<file path="src/rtl/iq_sample_serializer_if.sv">
`default_nettype none
// ============================================================================
// Module   : iq_sample_serializer_if
// Purpose  : Frame-load handshake bundle for iq_sample_serializer. A producer
//            offers a packed frame of p_depth 5-bit samples with load_valid.
//            The serializer accepts it when load_ready is high.
// Signals  : load_valid - producer offers a frame on load_data
//            load_data  - packed frame, sample k at bits [5k+4:5k]
//            load_ready - serializer shadow buffer is empty
// Modports : master (frame producer), slave (serializer)
// Revision : 1.0 - initial release
// ============================================================================
interface iq_sample_serializer_if #(
  parameter int p_depth = 10
);
  logic                   load_valid;
  logic                   load_ready;
  logic [5*p_depth-1:0]   load_data;

  modport master (
    output load_valid,
    output load_data,
    input  load_ready
  );

  modport slave (
    input  load_valid,
    input  load_data,
    output load_ready
  );
endinterface
`default_nettype wire

</file>
<file path="src/rtl/iq_sample_serializer.sv">
`default_nettype none
// ============================================================================
// Module   : iq_sample_serializer
// Purpose  : Accepts frames of p_depth 5-bit samples over a valid/ready
//            handshake, buffers one further frame in a shadow register and
//            emits one sample per p_div-cycle sample period. A sample launches
//            on a tick, which is an enabled cycle with index == 0.
// Ports    : clk         - rising-edge clock
//            reset       - asynchronous active-low reset
//            enable      - run; when low the phase counter and FSM hold
//            load        - frame-load handshake (slave modport)
//            data_out    - current sample, held between launches
//            data_valid  - one-cycle pulse per new sample
//            index       - sample-period phase, 0..p_div-1
//            frame_start - pulses with data_valid for sample 0
//            frame_done  - pulses with data_valid for sample p_depth-1
//            underrun    - pulses when a frame ends with no frame buffered
// Revision : 1.0 - initial release
// ============================================================================
module iq_sample_serializer #(
  parameter int p_depth = 10,
  parameter int p_div   = 8
) (
  input  logic                        clk,
  input  logic                        reset,
  input  logic                        enable,
  iq_sample_serializer_if.slave       load,
  output logic [4:0]                  data_out,
  output logic                        data_valid,
  output logic [2:0]                  index,
  output logic                        frame_start,
  output logic                        frame_done,
  output logic                        underrun
);

  localparam int         c_width    = 5 * p_depth;
  localparam logic [2:0] c_idx_last = 3'(p_div - 1);
  localparam logic [3:0] c_cnt_init = 4'(p_depth - 1);

  generate
    if (p_depth < 2 || p_depth > 16) begin : g_bad_depth
      $error("iq_sample_serializer: p_depth must be in 2..16");
    end
    if (p_div < 2 || p_div > 8) begin : g_bad_div
      $error("iq_sample_serializer: p_div must be in 2..8");
    end
  endgenerate

  typedef enum logic [0:0] {
    ST_IDLE = 1'b0,
    ST_RUN  = 1'b1
  } state_t;

  state_t               state_q, state_d;
  logic [2:0]           index_q, index_d;
  logic [3:0]           cnt_q, cnt_d;
  logic [c_width-1:0]   shift_q, shift_d;
  logic [c_width-1:0]   shadow_q, shadow_d;
  logic                 shadow_full_q, shadow_full_d;
  logic [4:0]           data_out_q, data_out_d;
  logic                 data_valid_q, data_valid_d;
  logic                 frame_start_q, frame_start_d;
  logic                 frame_done_q, frame_done_d;
  logic                 underrun_q, underrun_d;

  logic                 tick;
  logic                 load_accept;
  logic                 start_frame;

  // ---------------------------------------------------------------------------
  // Next-state logic
  // ---------------------------------------------------------------------------
  always_comb begin
    state_d       = state_q;
    index_d       = index_q;
    cnt_d         = cnt_q;
    shift_d       = shift_q;
    shadow_d      = shadow_q;
    shadow_full_d = shadow_full_q;
    data_out_d    = data_out_q;
    data_valid_d  = 1'b0;
    frame_start_d = 1'b0;
    frame_done_d  = 1'b0;
    underrun_d    = 1'b0;
    start_frame   = 1'b0;

    tick        = enable & (index_q == 3'd0);
    load_accept = load.load_valid & ~shadow_full_q;

    if (enable) begin
      index_d = (index_q == c_idx_last) ? 3'd0 : index_q + 3'd1;
    end

    // The tick below looks only at shadow_full_q, so a frame accepted on a
    // tick cycle is picked up at the following tick. Accept and transfer are
    // mutually exclusive because they need opposite shadow_full_q values.
    if (load_accept) begin
      shadow_d      = load.load_data;
      shadow_full_d = 1'b1;
    end

    if (tick) begin
      case (state_q)
        ST_IDLE: begin
          if (shadow_full_q) begin
            start_frame = 1'b1;
          end
        end
        ST_RUN: begin
          if (cnt_q != 4'd0) begin
            // shift_q holds the samples not yet launched, next one in [4:0]
            data_out_d   = shift_q[4:0];
            shift_d      = {5'd0, shift_q[c_width-1:5]};
            data_valid_d = 1'b1;
            cnt_d        = cnt_q - 4'd1;
            frame_done_d = (cnt_q == 4'd1);
          end else if (shadow_full_q) begin
            start_frame = 1'b1;
          end else begin
            underrun_d = 1'b1;
            data_out_d = 5'd0;
            state_d    = ST_IDLE;
          end
        end
        default: begin
          state_d = ST_IDLE;
        end
      endcase
    end

    // Sample 0 goes straight out of the shadow; the remaining samples are
    // parked in the shift register already aligned for the next launch.
    if (start_frame) begin
      data_out_d    = shadow_q[4:0];
      shift_d       = {5'd0, shadow_q[c_width-1:5]};
      shadow_full_d = 1'b0;
      cnt_d         = c_cnt_init;
      data_valid_d  = 1'b1;
      frame_start_d = 1'b1;
      state_d       = ST_RUN;
    end
  end

  // ---------------------------------------------------------------------------
  // State registers
  // ---------------------------------------------------------------------------
  always_ff @(posedge clk or negedge reset) begin
    if (!reset) begin
      state_q       <= ST_IDLE;
      index_q       <= 3'd0;
      cnt_q         <= 4'd0;
      shift_q       <= '0;
      shadow_q      <= '0;
      shadow_full_q <= 1'b0;
      data_out_q    <= 5'd0;
      data_valid_q  <= 1'b0;
      frame_start_q <= 1'b0;
      frame_done_q  <= 1'b0;
      underrun_q    <= 1'b0;
    end else begin
      state_q       <= state_d;
      index_q       <= index_d;
      cnt_q         <= cnt_d;
      shift_q       <= shift_d;
      shadow_q      <= shadow_d;
      shadow_full_q <= shadow_full_d;
      data_out_q    <= data_out_d;
      data_valid_q  <= data_valid_d;
      frame_start_q <= frame_start_d;
      frame_done_q  <= frame_done_d;
      underrun_q    <= underrun_d;
    end
  end

  assign load.load_ready = ~shadow_full_q;
  assign data_out        = data_out_q;
  assign data_valid      = data_valid_q;
  assign index           = index_q;
  assign frame_start     = frame_start_q;
  assign frame_done      = frame_done_q;
  assign underrun        = underrun_q;

endmodule
`default_nettype wire

</file>
<file path="src/flat_wrapper.sv">
// flat-port wrapper written by rule: the top's interface ports become plain ports
module iq_sample_serializer_flat 
#(
  parameter int p_depth = 10,
  parameter int p_div   = 8
)
  (clk, reset, enable, data_out, data_valid, index, frame_start, frame_done, underrun, load_load_valid, load_load_data, load_load_ready);
  iq_sample_serializer_if #(.p_depth(p_depth)) load_i ();
  input  logic clk;
  input  logic reset;
  input  logic enable;
  output logic [4:0] data_out;
  output logic data_valid;
  output logic [2:0] index;
  output logic frame_start;
  output logic frame_done;
  output logic underrun;
  input wire logic [$bits(load_i.load_valid)-1:0] load_load_valid;
  input wire logic [$bits(load_i.load_data)-1:0] load_load_data;
  output wire logic [$bits(load_i.load_ready)-1:0] load_load_ready;
  assign load_i.load_valid = load_load_valid;
  assign load_i.load_data = load_load_data;
  assign load_load_ready = load_i.load_ready;
  iq_sample_serializer #(.p_depth(p_depth), .p_div(p_div)) u_core (.clk(clk), .reset(reset), .enable(enable), .load(load_i), .data_out(data_out), .data_valid(data_valid), .index(index), .frame_start(frame_start), .frame_done(frame_done), .underrun(underrun));
endmodule
</file>
<file path="config.mk">
export PLATFORM = sky130hd
export DESIGN_NAME = iq_sample_serializer_flat
export DESIGN_NICKNAME = d
export VERILOG_FILES = /design/src/rtl/iq_sample_serializer_if.sv /design/src/rtl/iq_sample_serializer.sv /design/src/flat_wrapper.sv
export SDC_FILE = /design/constraint.sdc
export NUM_CORES = 1
export LEC_CHECK = 0
export ABC_AREA = 1
export CORE_MARGIN = 4
export CORE_UTILIZATION = 40
export CTS_CLUSTER_SIZE = 24
export DETAILED_ROUTE_END_ITERATION = 10
export GPL_TIMING_DRIVEN = 0
export SETUP_SLACK_MARGIN = 0.2
export SYNTH_ARGS = -nofsm -noshare
export SYNTH_HDL_FRONTEND = slang
export SYNTH_SLANG_ARGS = --single-unit
</file>
<file path="constraint.sdc">
create_clock -name clk -period 2.85 [get_ports clk]
set_clock_uncertainty 0.2 [all_clocks]
set_input_delay 0.4275 -clock clk [delete_from_list [all_inputs] [get_ports clk]]
set_output_delay 0.4275 -clock clk [all_outputs]
set_load 0.1 [all_outputs]
</file>
==> impl_results.md <==
* Max VDD drop at 0.428 mV
* Adder-Cell Fraction of Synth Area at 1.46%
* Clk slew on worst S/H paths at 0.05 ns
* Post-route clock period utilization at 89.7%
* Multi-input gate area at 1750 µm²
* Worst hold margin at 0.273 ns
* Ant. Diodes at 0
* GRT Overall Usage at 17.6%
* XOR/XNOR share of the synthesized area at 0.171%
* HPWL after DPL at 8300 µm
* Synth Area in Compound Gates at 6.07%
* Final setup TNS at 0 ns
* Startpoint class of the critical path: flop
* Hold crit path type: flop to flop
* Slew @ Worst Pin at 0.975 ns
* Mapped Avg Cell Area at 8.18 µm²
* R2r endpoint: u_core.data_out[0]
* Worst Hold End: u_core.data_out[3]
* Num CTS Buffers at 17
* Core box area at 12600 µm²
* Max-slew headroom at 34.8%
* Clock latency on the worst-skew pair at 0.41 ns
* Slowest-stage cell, CP: clkdlybuf4s50_1
* Power Dens Cells at 1110 nW/µm²
* Area grow syn2layout at 27.8%
* CP bufs+invs at 1
* Row count at 41
* GP Congestion at 0.816
* Peak fanout along the critical path at 3
* Drt pass-1 iters at 4
* Crit. End Element: output pin
* Initial Util at 40.8%
* Non-Filler Instances at 894
* CP delay by family, top: buffers and inverters
* Synthesized net count at 687
* Port Buffers at 66
* Final ANT Viol Nets at 0
* # IOs at 67
* Die Footprint at 14700 µm²
* Final WS setup at 0.295 ns
* Placed insts at 866
* Critical path type: flop to output pin
* Final WL at 11700 µm
* Drt wl/cell at 13.1 µm
* Final Hold Violating Endpoints at 0
* Fraction of layout cells with a size suffix above 1 at 8.73%
* Post-synthesis mux area share at 0.220%
* Final Setup Violations at 0
* # H-tree levels at 4
* Post-Syn Area at 5130 µm²
* Pre-CTS setup slack at 0.401 ns
* Static Leak at 3.49 nW
* Largest net degree at the start of global routing at 65
* Worst Path Required at 2.22 ns
* Residual DRC at 0
* Pins Over Slew Limit at 0
* Hold path cells at 2
* GRT overflow at 0
* DIE WIDTH at 121 µm
* Filler Cells Inserted at 1193
* Largest family of logic cells by synthesized area: simple AND/OR/NAND/NOR gates
* Fmax at 391 MHz
* Postcts setup bufs at 0
* Max stage delay on crit path at 1.15 ns
* RR Startpoint: u_core.cnt_q[0]
* CP Data Arrival Time at 1.93 ns
* RSZ-0062 raised after global routing: false
* Register area share after synthesis at 55.1%
* Setup slack, reg-to-reg at 0.73 ns
* Clock Tree Root: clkbuf_16
* Detailed Route Iter0 Violations at 281
* Clk buf depth at 2
* CTS tree: done
* R2R depth at 9
* # nets final at 774
* CTS sink count at 113
* First-pass GRT wire length at 20400 µm
* Fin crit period at 2.56 ns
* Vias after detailed routing at 4245
* Avg Vias per Cell at 4.75
* Register bit count reported by yosys at 113
* Final core utilization at 52.1%
* Vias in the first global route at 4305
* Outcome: completed
* Yosys cell types at 22
* Max cap viols at 0
* Hold path startpoint: u_core.data_out[3]
* Worst path cell trace: clkdlybuf4s50_1
* Sequential cell area at 2830 µm²
* Cells after Synth at 627
* Post-synthesis simple-gate area fraction at 26.3%
* Initial antenna violation count at 0
* Height of the die at 121 µm
* Synth warn at 0
[report_power, final]
part           total (mW)  switching [mW]  internal (mW)
combinational        2.83            1.97          0.864
clock                1.84           0.647           1.20
sequential           2.57           0.277           2.29
total                7.24            2.89           4.35
[repair_timing]
item,4_1_cts,5_1_grt
resized for setup,2,0
endpoints found under the setup margin,2,0
hold buffers,1,0
endpoints found under the hold margin,49,0
[synthesized netlist by cell type]
cell,count,share of area [%]
nand3b_1,1,0.15
ha_1,6,1.5
inv_1,100,7.3
xor2_1,1,0.17
nor2_4,2,0.44
mux2_2,1,0.22
inv_2,1,0.073
a21oi_1,49,4.8
nand3_4,1,0.34
buf_6,2,0.44
nand3_1,94,9.2
dfrtp_1,113,55
nor2_1,55,4.0
nand2_1,152,11
o22ai_1,5,0.61
nand2_4,1,0.22
clkbuf_1,4,0.29
nor4_1,1,0.12
nand3_2,1,0.20
buf_2,26,2.5
o21ai_0,7,0.68
nand2_2,4,0.49
[through the flow]
| stage | cell area (µm²) | total power, mW |
|---|---|---|
| final | 6550 | 7.24 |
| after CTS | 6550 | 7.31 |
| after floorplan | 5130 | 4.64 |
| after global placement | 6000 | 5.36 |
| after detailed placement | 6030 | 5.44 |
| after global routing | 6550 | 7.81 |
[cell type report]
class / count / share of cell area, %
timing repair buffer: 68 / 10.6
buffer: 32 / 2.56
multi-input combinational: 381 / 26.8
sequential: 113 / 43.1
inverter: 101 / 5.78
clock buffer: 27 / 7.83
tap: 172 / 3.28
[layout by cell type (no fill, tap or decap), types with 2 or more instances in the layout]
cell and instances:
clkbuf_16 17, inv_1 100, clkbuf_8 5, nand3_1 94
o22ai_1 5, dfrtp_1 113, nand2_1 152, clkbuf_1 9
buf_2 26, dlygate4sd2_1 2, o21ai_0 7, ha_1 6
nor2_4 2, clkdlybuf4s50_1 63, nand2_2 4, buf_6 3
nor2_1 55, a21oi_1 49
[how the worst max path moves through the flow]
stage / startpoint / to / slack, ns / cells after the start
6_report: u_core.index[1] / index[1] / 0.29 / 1
5_1_grt: u_core.index[1] / index[1] / 0.23 / 1
4_1_cts: u_core.index[1] / index[1] / 0.27 / 1
3_5_place_dp: enable / u_core.data_out[0] / 0.40 / 7
3_3_place_gp: reset / u_core.shadow_q[41] / -3.19 / 1
2_1_floorplan: u_core.index[0] / u_core.shift_q[27] / 0.48 / 10
[per-layer routing]
layer	wire length, µm	vias to the layer above	track usage, %	part of all wire, %
met5	0	-	0	0
met4	380	0	8.05	3.3
met3	505	32	4.76	4.3
met2	5360	90	27.1	46
met1	5450	2012	23.3	47
li1	-	2111	-	-
[registers in the layout, indices dropped and copies added (netlist names)]
name and cells:
u_core.shadow_q 50, u_core.shift_q 45, u_core.data_out 5, u_core.cnt_q 4, u_core.index 3, u_core.data_valid 1
u_core.frame_done 1, u_core.frame_start 1, u_core.shadow_full_q 1, u_core.state_q 1, u_core.underrun 1
[logic make-up after synthesis]
family	count (synthesis)
and+or+nand+nor	312
xor gates and xnor gates	1
buffers and inverters	133
DFF	113
AOI/OAI and AO/OA	61
muxes	1
adders and majority gates	6
Note: power is estimated with default switching activity, not from simulation.
